[src/rtl/hex_digit_counter.sv]
// Hex digit counter stepped by a clock-divided prescaler, with up/down
// direction, synchronous load and one-cycle tick/carry pulses.
module hex_digit_counter #(
   parameter int unsigned CLK_HZ  = 50000000,
   parameter int unsigned TICK_HZ = 1
) (
   input  logic       clk,
   input  logic       reset,
   input  logic       enable,
   input  logic       up,
   input  logic       load,
   input  logic [3:0] load_val,
   output logic [3:0] num,
   output logic       tick,
   output logic       carry
);

   localparam int unsigned DIV  = (CLK_HZ / TICK_HZ < 1) ? 1 : CLK_HZ / TICK_HZ;
   localparam int unsigned PW   = (DIV > 1) ? $clog2(DIV) : 1;
   localparam logic [PW-1:0] LAST = PW'(DIV - 1);

   logic [PW-1:0] presc_q, presc_d;
   logic [3:0]    num_q, num_d;
   logic          tick_q, tick_d;
   logic          carry_q, carry_d;

   // Next state: load beats step, step beats hold; pulses default low.
   always_comb begin
      presc_d = presc_q;
      num_d   = num_q;
      tick_d  = 1'b0;
      carry_d = 1'b0;
      if (load) begin
         num_d   = load_val;
         presc_d = '0;
      end else if (enable) begin
         if (presc_q == LAST) begin
            presc_d = '0;
            tick_d  = 1'b1;
            if (up) begin
               num_d   = num_q + 4'd1;
               carry_d = (num_q == 4'hF);
            end else begin
               num_d   = num_q - 4'd1;
               carry_d = (num_q == 4'h0);
            end
         end else begin
            presc_d = presc_q + PW'(1);
         end
      end
   end

   always_ff @(posedge clk) begin
      if (reset) begin
         presc_q <= '0;
         num_q   <= 4'h0;
         tick_q  <= 1'b0;
         carry_q <= 1'b0;
      end else begin
         presc_q <= presc_d;
         num_q   <= num_d;
         tick_q  <= tick_d;
         carry_q <= carry_d;
      end
   end

   assign num   = num_q;
   assign tick  = tick_q;
   assign carry = carry_q;

endmodule

[config.mk]
export PLATFORM = sky130hd
export DESIGN_NAME = hex_digit_counter
export DESIGN_NICKNAME = d
export VERILOG_FILES = /design/src/rtl/hex_digit_counter.sv
export SDC_FILE = /design/constraint.sdc
export NUM_CORES = 1
export LEC_CHECK = 0
export ABC_CLOCK_PERIOD_IN_PS = 2100
export CORE_ASPECT_RATIO = 1.2
export CORE_MARGIN = 2
export CORE_UTILIZATION = 56
export CTS_CLUSTER_SIZE = 28
export DETAILED_ROUTE_END_ITERATION = 7
export GPL_TIMING_DRIVEN = 1
export PLACE_DENSITY = 0.75
export RECOVER_POWER = 50
export SETUP_SLACK_MARGIN = 0.4
export SLEW_MARGIN = 20
export SYNTH_ARGS = -nofsm -noshare
export SYNTH_HDL_FRONTEND = slang
export SYNTH_SLANG_ARGS = --single-unit
[constraint.sdc]
create_clock -name clk -period 2.1 [get_ports clk]
set_input_delay 0.42 -clock clk [delete_from_list [all_inputs] [get_ports clk]]
set_output_delay 0.42 -clock clk [all_outputs]
set_load 0.005 [all_outputs]
==> run metrics, run 1 <==
max-cap violations 0; clock edge transition at the registers on the reported setup and hold paths 0.10 ns; proportion of synthesized chip area in sequential cells 40.2%; most common cell after layout, fill and taps aside nor2_1; number of core rows 21; RSZ-0062 raised after global routing yes; IR drop worst, VDD 0.523 mV; Critical path buffers and inverters 0; startpoint kind of the worst setup timing path flop; maximum number of pins on one net before global-route repair 25; signed area change from the synthesized netlist to the final layout 28.9%; Required @ worst endpoint 2.33 ns; share of final-layout standard cells stronger than drive strength 1 26.3%; crit-path max cell delay 0.35 ns; TritonRoute pass-1 iters 4; half-perimeter wire length of the detailed placement result 2330 um; final-layout setup total negative slack 0 ns; number of global-route vias before repair 1297; input/output buffers 14; DIE AREA 3290 um2; clock latency at the later pin of the worst-skew pair 0.33 ns; Remaining DRCs 0; power per unit of standard cell area 578 nW/um2; synthesis warning total 0; wire length of the first global-routing pass 5750 um; worst-path fanout max 7; logic depth of the worst path, buffers included 5; number of vias in the routed layout 1321; width of the chip 52.7 um; Max Fclk 592 MHz; unique cell type count in the Yosys netlist 34; syn_nets 187; chip height 62.5 um; Clock Root Buffer clkbuf_4; status completed; detailed-route wire length per cell 14.1 um; worst clock skew 0.00921 ns; amount of wire on met3 after detailed routing 114 um; number of antenna diodes 0; LEAKAGE 0.832 nW; final-report hold violation count 0; Worst Reg2Reg Path Length in Cells 5; cells along the critical path nor4b_1, and4b_1, nand4_4, mux2_4, o21a_1; number of non-filler instances in the completed layout 243; fin crit period 1.69 ns; Total Nets Final 222; register bit total from synthesis 32; count of pins over their slew limit 0; kind of end point of the critical path flop; number of hold buffers added after cts 0; number of antenna violations at the first check in global routing 0; top layer used by detailed routing met4; Max Root-Sink Buffers 2; cell with the largest stage delay on the worst path dfxtp_1; Final setup viols 0; area of the placeable core 2760 um2; routed wire length 3420 um; Final GP Congestion 0.802; Initial Utilization 57.8%; cell count after placement 228; number of buffers created by CTS 5; leading cell types in the layout, fill and taps excluded nor2_1, xor2_1, dfxtp_1, buf_4; clock sink total 32; final antenna-violating net count 0; Worst Hold Depth 2; number of top-level pins 15; detailed-routing wirelength on met1 1480 um; global route overflow 0; average vias per placed instance 5.44; period utilisation layout 80.5%; met2 wire length 1770 um; Hold/Removal Path Class flop to flop; average size of a mapped cell 9.22 um2; mapped cell area 1600 um2; arrival time of the worst setup path 1.92 ns; synthesized instance count 173; CTS tree built; final design area excluding fillers 2060 um2; global-route total usage across every layer 23.1%; worst hold slack across all endpoints 0.530 ns; critical path class flop to flop; worst-margin pin slew 0.302 ns; relative max-transition margin 79.7%; total placed instance area 1850 um2; level count of the clock H-tree 2; Iteration-0 DRC Markers 22; reg-to-reg setup timing slack 0.41 ns; CP delay by family, top simple AND/OR/NAND/NOR gates
==> final cells by class <==
cell class | count | area [um2]
fillers | 214 | 703
clock inverters | 2 | 35.0
clock buffers | 6 | 41.3
inverters | 4 | 15.0
multi-input cells | 133 | 966
repair buffers | 32 | 285
flip-flops and latches | 32 | 671
well taps | 34 | 42.5
==> per-stage QoR <==
| step | power [mW] | setup slack, ns | util (%) |
|---|---|---|---|
| final | 1.19 | 0.410 | 74.5 |
| after global routing | 1.24 | 0.317 | 74.5 |
| after floorplan | 0.682 | 0.405 | - |
| after detailed placement | 0.730 | -0.126 | 67.0 |
| after CTS | 1.19 | 0.380 | 71.4 |
| after global placement | 0.724 | -0.0587 | 67.0 |
==> registers in the layout (all words and copies together), names as in the netlist <==
| name | cells |
|---|---|
| carry | 1 |
| tick | 1 |
| num | 4 |
| presc_q | 26 |
==> path summary, 6_finish.rpt <==
| kind | from | to |
|---|---|---|
| max reg2reg | presc_q[11]$_SDFFE_PP0P_ | num[1]$_SDFFE_PP0P_ |
| max | presc_q[11]$_SDFFE_PP0P_ | num[1]$_SDFFE_PP0P_ |
| min | presc_q[14]$_SDFFE_PP0P_ | presc_q[14]$_SDFFE_PP0P_ |
| min reg2reg | presc_q[14]$_SDFFE_PP0P_ | presc_q[14]$_SDFFE_PP0P_ |
==> cell families (layout without fill, tap and decap cells) <==
| logic type | Yosys count | in the layout | share of synthesized area, % |
|---|---|---|---|
| AND/OR/NAND/NOR | 86 | 86 | 30.6 |
| flip-flops | 32 | 32 | 40.2 |
| XOR/XNOR | 27 | 27 | 14.8 |
| AO/OA/AOI/OAI | 12 | 12 | 5.18 |
| buffers and inverters | 8 | 44 | 2.59 |
| adder cells (fa/ha/maj) | 5 | 5 | 4.39 |
| multiplexers | 3 | 3 | 2.27 |
==> worst reg2reg max path, stage by stage (launching register included) <==
cell	delay, ns
dfxtp_1	0.35
nor4b_1	0.28
and4b_1	0.28
nand4_4	0.17
mux2_4	0.34
o21a_1	0.16
==> timing repair <==
item / in CTS / in global routing
resized for setup: 13 / 22
buffers inserted: 2 / 5
endpoints found under the setup margin: 13 / 34
pin swaps: 5 / 3
==> power by group <==
part | internal (mW) | total [mW] | switching, mW
logic | 0.0633 | 0.111 | 0.0472
clock network | 0.250 | 0.457 | 0.207
registers | 0.611 | 0.620 | 0.00905
total | 0.924 | 1.19 | 0.263
==> synth_stat cells <==
cell	n	area, um2
dfxtp_1	32	641
nor2_1	32	120
xor2_1	19	166
nand2_1	12	45.0
nand3_1	9	45.0
nand4_1	9	56.3
xnor2_1	8	70.1
and3_1	5	31.3
nor3_1	5	25.0
o21a_1	5	37.5
a21oi_1	4	20.0
ha_1	4	50.1
inv_1	4	15.0
buf_4	3	22.5
and2_1	2	12.5
and4_1	2	17.5
a21o_1	1	7.51
and3_2	1	7.51
and4b_1	1	10.0
and4bb_2	1	12.5
clkbuf_1	1	3.75
fa_1	1	20.0
mux2_2	1	11.3
mux2_4	1	15.0
mux2i_1	1	10.0
nand4_2	1	12.5
nand4_4	1	21.3
nor3_2	1	10.0
nor4_4	1	21.3
nor4b_1	1	8.76
nor4b_4	1	23.8
o2bb2ai_1	1	8.76
o31a_1	1	8.76
or4_1	1	7.51
==> layer usage <==
metal	GRT usage [%]	vias to the layer above
met5	0	-
met1	27.5	625
met3	6.70	8
met4	8.01	0
met2	38.6	23
li1	-	665
Power figures use the tool's default switching activity.
==> run 2, diff against run 1 <==
--- a/config.mk
+++ b/config.mk
@@ -5,7 +5,7 @@
 export SDC_FILE = /design/constraint.sdc
 export NUM_CORES = 1
 export LEC_CHECK = 0
-export ABC_CLOCK_PERIOD_IN_PS = 2100
+export ABC_CLOCK_PERIOD_IN_PS = 1700
 export CORE_ASPECT_RATIO = 1.2
 export CORE_MARGIN = 2
 export CORE_UTILIZATION = 56
==> constraint.sdc (replaced) <==
create_clock -name clk -period 1.7 [get_ports clk]
set_input_delay 0.34 -clock clk [delete_from_list [all_inputs] [get_ports clk]]
set_output_delay 0.34 -clock clk [all_outputs]
set_load 0.005 [all_outputs]
==> run metrics, run 2 (synthesis gave the netlist of run 1 again) <==
design internal power 0.983 mW; LEAKAGE 0.905 nW; worst hold slack across all endpoints 0.531 ns; Final setup viols 0; Iteration-0 DRC Markers 24; flip-flop count of the largest register after layout 26; top layer used by detailed routing met4; routed wire length 3530 um; Required @ worst endpoint 1.93 ns; maximum number of pins on one net before global-route repair 25; fin crit period 1.65 ns; worst reg2reg path startpoint presc_q[8]$_SDFFE_PP0P_; clock share of power 31.4%; half-perimeter wire length of the detailed placement result 2380 um; period utilisation layout 97.1%; RSZ-0062 raised after global routing yes; Initial Utilization 57.8%; number of antenna violations at the first check in global routing 0; Worst Hold Depth 2; Final GP Congestion 0.814; number of antenna diodes 0; relative max-transition margin 81.3%; global route overflow 0; Clock Root Buffer clkbuf_4; amount of wire on met3 after detailed routing 131 um; total placed instance area 1920 um2; register share of total power 58.2%; clock sink total 32; final antenna-violating net count 0; count of pins over their slew limit 0; net load switching power 0.316 mW; post-route total power 1.30 mW; chip height 62.5 um; final-layout setup total negative slack 0 ns; max-cap violations 0; combinational group share of total power 10.4%; share of final-layout standard cells stronger than drive strength 1 30.2%; global-route total usage across every layer 24.1%; TritonRoute pass-1 iters 4; power per unit of standard cell area 606 nW/um2; number of hold buffers added after cts 0; Hold/Removal Path Class flop to flop; Hold EP presc_q[14]$_SDFFE_PP0P_; average vias per placed instance 5.36; worst clock skew 0.00628 ns; Setup WS post-layout 0.0485 ns; clock edge transition at the registers on the reported setup and hold paths 0.10 ns; clock latency at the later pin of the worst-skew pair 0.33 ns; leading cell types in the layout, fill and taps excluded nor2_1, buf_4, xor2_1, dfxtp_1, nand2_1; final-report hold violation count 0; switching power share of the total 24.3%; worst-path fanout max 8; width of the chip 52.7 um; Total Nets Final 235; Crit Reg-Reg Endpoint num[1]$_SDFFE_PP0P_; DIE AREA 3290 um2; Hold Startpoint presc_q[14]$_SDFFE_PP0P_; status completed; number of core rows 21; arrival time of the worst setup path 1.88 ns; area of the placeable core 2760 um2; worst-margin pin slew 0.279 ns; number of global-route vias before repair 1351; IR drop worst, VDD 0.630 mV; most common cell after layout, fill and taps aside nor2_1; number of buffers created by CTS 5; Worst Reg2Reg Path Length in Cells 5; detailed-routing wirelength on met1 1480 um; level count of the clock H-tree 2; number of vias in the routed layout 1372; Remaining DRCs 0; placement-stage worst setup slack -0.416 ns; signed area change from the synthesized netlist to the final layout 34.4%; kind of end point of the critical path flop; Max Root-Sink Buffers 2; final design area excluding fillers 2140 um2; critical path class flop to flop; CTS tree built; largest register by flop count presc_q; input/output buffers 14; detailed-route wire length per cell 13.8 um; reg-to-reg setup timing slack 0.05 ns; number of top-level pins 15; wire length of the first global-routing pass 5950 um; met2 wire length 1870 um; Max Fclk 606 MHz; startpoint kind of the worst setup timing path flop
==> run 2: worst max path at each step <==
| stage | from | to | slack (ns) | depth (start not counted) |
|---|---|---|---|---|
| global route | presc_q[8]$_SDFFE_PP0P_ | num[1]$_SDFFE_PP0P_ | 0.01 | 5 |
| global placement | enable | num[1]$_SDFFE_PP0P_ | -0.37 | 6 |
| CTS | presc_q[1]$_SDFFE_PP0P_ | num[1]$_SDFFE_PP0P_ | 0.05 | 6 |
| finish | presc_q[8]$_SDFFE_PP0P_ | num[1]$_SDFFE_PP0P_ | 0.05 | 5 |
| floorplan | presc_q[1]$_SDFFE_PP0P_ | num[1]$_SDFFE_PP0P_ | 0.11 | 6 |
| detailed placement | up | num[3]$_SDFFE_PP0P_ | -0.42 | 8 |
==> run 2: power groups by stage <==
stage,Clock [mW],Combinational [mW],Sequential (mW)
4_1_cts,0.416,0.130,0.759
5_1_grt,0.461,0.147,0.757
2_1_floorplan,0,0.0613,0.783
6_report,0.408,0.135,0.756
3_5_place_dp,0,0.115,0.785
3_3_place_gp,0,0.111,0.785
==> run 2: metrics by stage <==
stage	cells	util (%)
global placement	232	69.4
detailed placement	232	69.4
global route	256	77.7
CTS	252	75.6
finish	256	77.7
floorplan	173	-
==> run 2: repair_timing <==
item / CTS / global route
pin swaps: 6 / 5
setup buffers: 12 / 4
setup endpoints to repair: 37 / 34
resized for setup: 22 / 13
==> run 2: per-layer routing <==
metal  global-route usage, %  vias to the layer above
met5                       0                        -
met4                    8.97                        0
met3                    6.94                        4
met2                    41.7                       31
met1                    27.1                      647
li1                        -                      690
==> run 2: critical path, cell delays in order, from the launching register on <==
cell,delay (ns)
dfxtp_4,0.37
nor4b_4,0.25
and4b_1,0.27
nand4_4,0.15
mux2_4,0.34
o21a_1,0.16
==> run 2: cell type report <==
cell class | count | area, um2
Fill cell | 200 | 616
Tap cell | 34 | 42.5
Sequential cell | 32 | 673
Inverter | 4 | 15.0
Clock buffer | 7 | 45.0
Timing Repair Buffer | 45 | 379
Multi-Input combinational cell | 133 | 983
Clock inverter | 1 | 5.00
==> run 3, diff against run 2 <==
--- a/config.mk
+++ b/config.mk
@@ -5,14 +5,14 @@
 export SDC_FILE = /design/constraint.sdc
 export NUM_CORES = 1
 export LEC_CHECK = 0
-export ABC_CLOCK_PERIOD_IN_PS = 1700
+export ABC_CLOCK_PERIOD_IN_PS = 1970
 export CORE_ASPECT_RATIO = 1.2
 export CORE_MARGIN = 2
-export CORE_UTILIZATION = 56
+export CORE_UTILIZATION = 60
 export CTS_CLUSTER_SIZE = 28
 export DETAILED_ROUTE_END_ITERATION = 7
 export GPL_TIMING_DRIVEN = 1
-export PLACE_DENSITY = 0.75
+export PLACE_DENSITY = 0.8
 export RECOVER_POWER = 50
 export SETUP_SLACK_MARGIN = 0.4
 export SLEW_MARGIN = 20
==> constraint.sdc (replaced) <==
create_clock -name clk -period 1.97 [get_ports clk]
set_input_delay 0.394 -clock clk [delete_from_list [all_inputs] [get_ports clk]]
set_output_delay 0.394 -clock clk [all_outputs]
set_load 0.005 [all_outputs]
==> run metrics, run 3 (synthesis gave the netlist of run 1 again) <==
endpoint of the worst setup timing path num[1]$_SDFFE_PP0P_; Final setup viols 0; power per unit of standard cell area 597 nW/um2; met3 usage 7.64%; RSZ-0062 raised after global routing yes; cell with the largest stage delay on the worst path dfxtp_1; Clock Root Buffer clkbuf_4; area of the placeable core 2530 um2; clock latency at the later pin of the worst-skew pair 0.33 ns; fin crit period 1.74 ns; worst reg2reg path startpoint presc_q[1]$_SDFFE_PP0P_; CTS tree built; Critical Path Source presc_q[1]$_SDFFE_PP0P_; count of pins over their slew limit 0; half-perimeter wire length of the detailed placement result 2340 um; Iteration-0 DRC Markers 39; input/output buffers 14; worst-margin pin slew 0.300 ns; IR drop worst, VDD 0.815 mV; worst-path fanout max 6; period utilisation layout 88.4%; width of the chip 51.1 um; routed wire length 4200 um; final antenna-violating net count 0; post-layout utilization of the core 84.5%; Max Root-Sink Buffers 2; Worst Reg2Reg Path Length in Cells 6; wire length of the first global-routing pass 6200 um; number of top-level pins 15; crit-path max cell delay 0.40 ns; net load switching power 0.296 mW; cell occurring most often along the worst timing path nand4_4; DIE AREA 3090 um2; signed area change from the synthesized netlist to the final layout 33.8%; chip height 60.5 um; worst clock skew 0.00621 ns; Final GP Congestion 0.806; reg-to-reg setup timing slack 0.23 ns; status completed; Crit Reg-Reg Endpoint num[1]$_SDFFE_PP0P_; TritonRoute pass-1 iters 7; critical path class flop to flop; number of buffers created by CTS 5; clock edge transition at the registers on the reported setup and hold paths 0.10 ns; number of global-route vias before repair 1400; leading cell types in the layout, fill and taps excluded nor2_1, buf_4, xor2_1, dfxtp_2, dfxtp_1; cells along the critical path ha_1, nand4_4, and4b_1, nand4_4, mux2_4, o21a_1; final-report hold violation count 0; level count of the clock H-tree 2; worst hold slack across all endpoints 0.533 ns; busiest layer in global routing met2; combinational group share of total power 9.6%; Remaining DRCs 0; LEAKAGE 0.897 nW; global-route total usage across every layer 27.6%; arrival time of the worst setup path 1.98 ns; number of antenna violations at the first check in global routing 0; relative max-transition margin 80.0%; max-cap violations 0; flip-flop count of the largest register after layout 26; Required @ worst endpoint 2.21 ns; number of fill cells 136; Max Fclk 574 MHz; clock share of power 39.0%; design internal power 0.978 mW; maximum number of pins on one net before global-route repair 25; most common cell after layout, fill and taps aside nor2_1; global route overflow 0; met1 global-route usage 28.5%; detailed-route wire length per cell 16.9 um; clock sink total 32; number of core rows 20; Initial Utilization 63.1%; startpoint kind of the worst setup timing path flop; share of final-layout standard cells stronger than drive strength 1 31.6%; register share of total power 51.4%; kind of end point of the critical path flop; number of antenna diodes 0; Hold/Removal Path Class flop to flop; largest register by flop count presc_q; met2 Use GR 51.8%; average vias per placed instance 5.84; number of vias in the routed layout 1449; Total Nets Final 228; switching power share of the total 23.2%
-- run 3: cell count changes in the layout (fill, tap and decap cells not counted), sizes merged --
cell / delta
buf: -6
bufinv: +1
clkbuf: -3
clkdlybuf4s15: -2
clkdlybuf4s25: +1
clkinvlp: +1
dlygate4sd2: +1
-- run 3: timing repair --
item                                    4_1_cts  5_1_grt
buffers inserted                             12        2
hold buffers                                  0        0
resized for setup                            31       19
endpoints found under the setup margin       35       32
gates cloned                                  0        0
pin swaps                                     6        6
-- run 3: worst min-delay path by stage --
stage / from / end / slack (ns) / cells past startpoint
floorplan: reset / presc_q[6]$_SDFFE_PP0P_ / 0.47 / 1
global placement: presc_q[15]$_SDFFE_PP0P_ / presc_q[15]$_SDFFE_PP0P_ / 0.49 / 2
detailed placement: presc_q[21]$_SDFFE_PP0P_ / presc_q[21]$_SDFFE_PP0P_ / 0.50 / 2
CTS: presc_q[21]$_SDFFE_PP0P_ / presc_q[21]$_SDFFE_PP0P_ / 0.54 / 2
global route: presc_q[14]$_SDFFE_PP0P_ / presc_q[14]$_SDFFE_PP0P_ / 0.56 / 2
finish: presc_q[14]$_SDFFE_PP0P_ / presc_q[14]$_SDFFE_PP0P_ / 0.53 / 2
-- run 3: final cells by class --
class | instances | area, um2 | share of cell area [%]
clock buffers | 5 | 37.5 | 1.76
clock inverters | 3 | 42.5 | 1.99
inverters | 4 | 15.0 | 0.703
multi-input cells | 133 | 991 | 46.4
flip-flops and latches | 32 | 671 | 31.4
well taps | 33 | 41.3 | 1.93
repair buffers | 38 | 337 | 15.8
-- run 3: routing by layer --
metal	wire length, um	vias up
li1	-	685
met3	196	13
met1	1530	702
met5	0	-
met2	2330	49
met4	144	0
-- run 3: power groups by stage --
stage	clock network, mW	logic (mW)	registers, mW
after floorplan	0	0.0537	0.678
after global placement	0	0.0949	0.679
after detailed placement	0	0.0978	0.680
after CTS	0.509	0.111	0.655
after global routing	0.535	0.132	0.656
final	0.497	0.122	0.654
-- run 3: critical path: cells and delay by family, from the launching register on --
kind	cells	cell delay, ns
multiplexers	1	0.33
AO/OA/AOI/OAI	1	0.16
flip-flops	1	0.40
AND/OR/NAND/NOR	3	0.54
adder cells (fa/ha/maj)	1	0.22
-- run 3: metrics by stage --
step | worst slack [ns] | TNS [ns] | cells | power (mW) | area [um2]
after floorplan | 0.343 | 0 | 173 | 0.732 | 1630
after global placement | -0.150 | -1.76 | 226 | 0.774 | 1870
after detailed placement | -0.204 | -3.34 | 226 | 0.778 | 1870
after CTS | 0.369 | 0 | 246 | 1.28 | 2080
after global routing | 0.145 | 0 | 248 | 1.32 | 2130
final | 0.228 | 0 | 248 | 1.27 | 2130
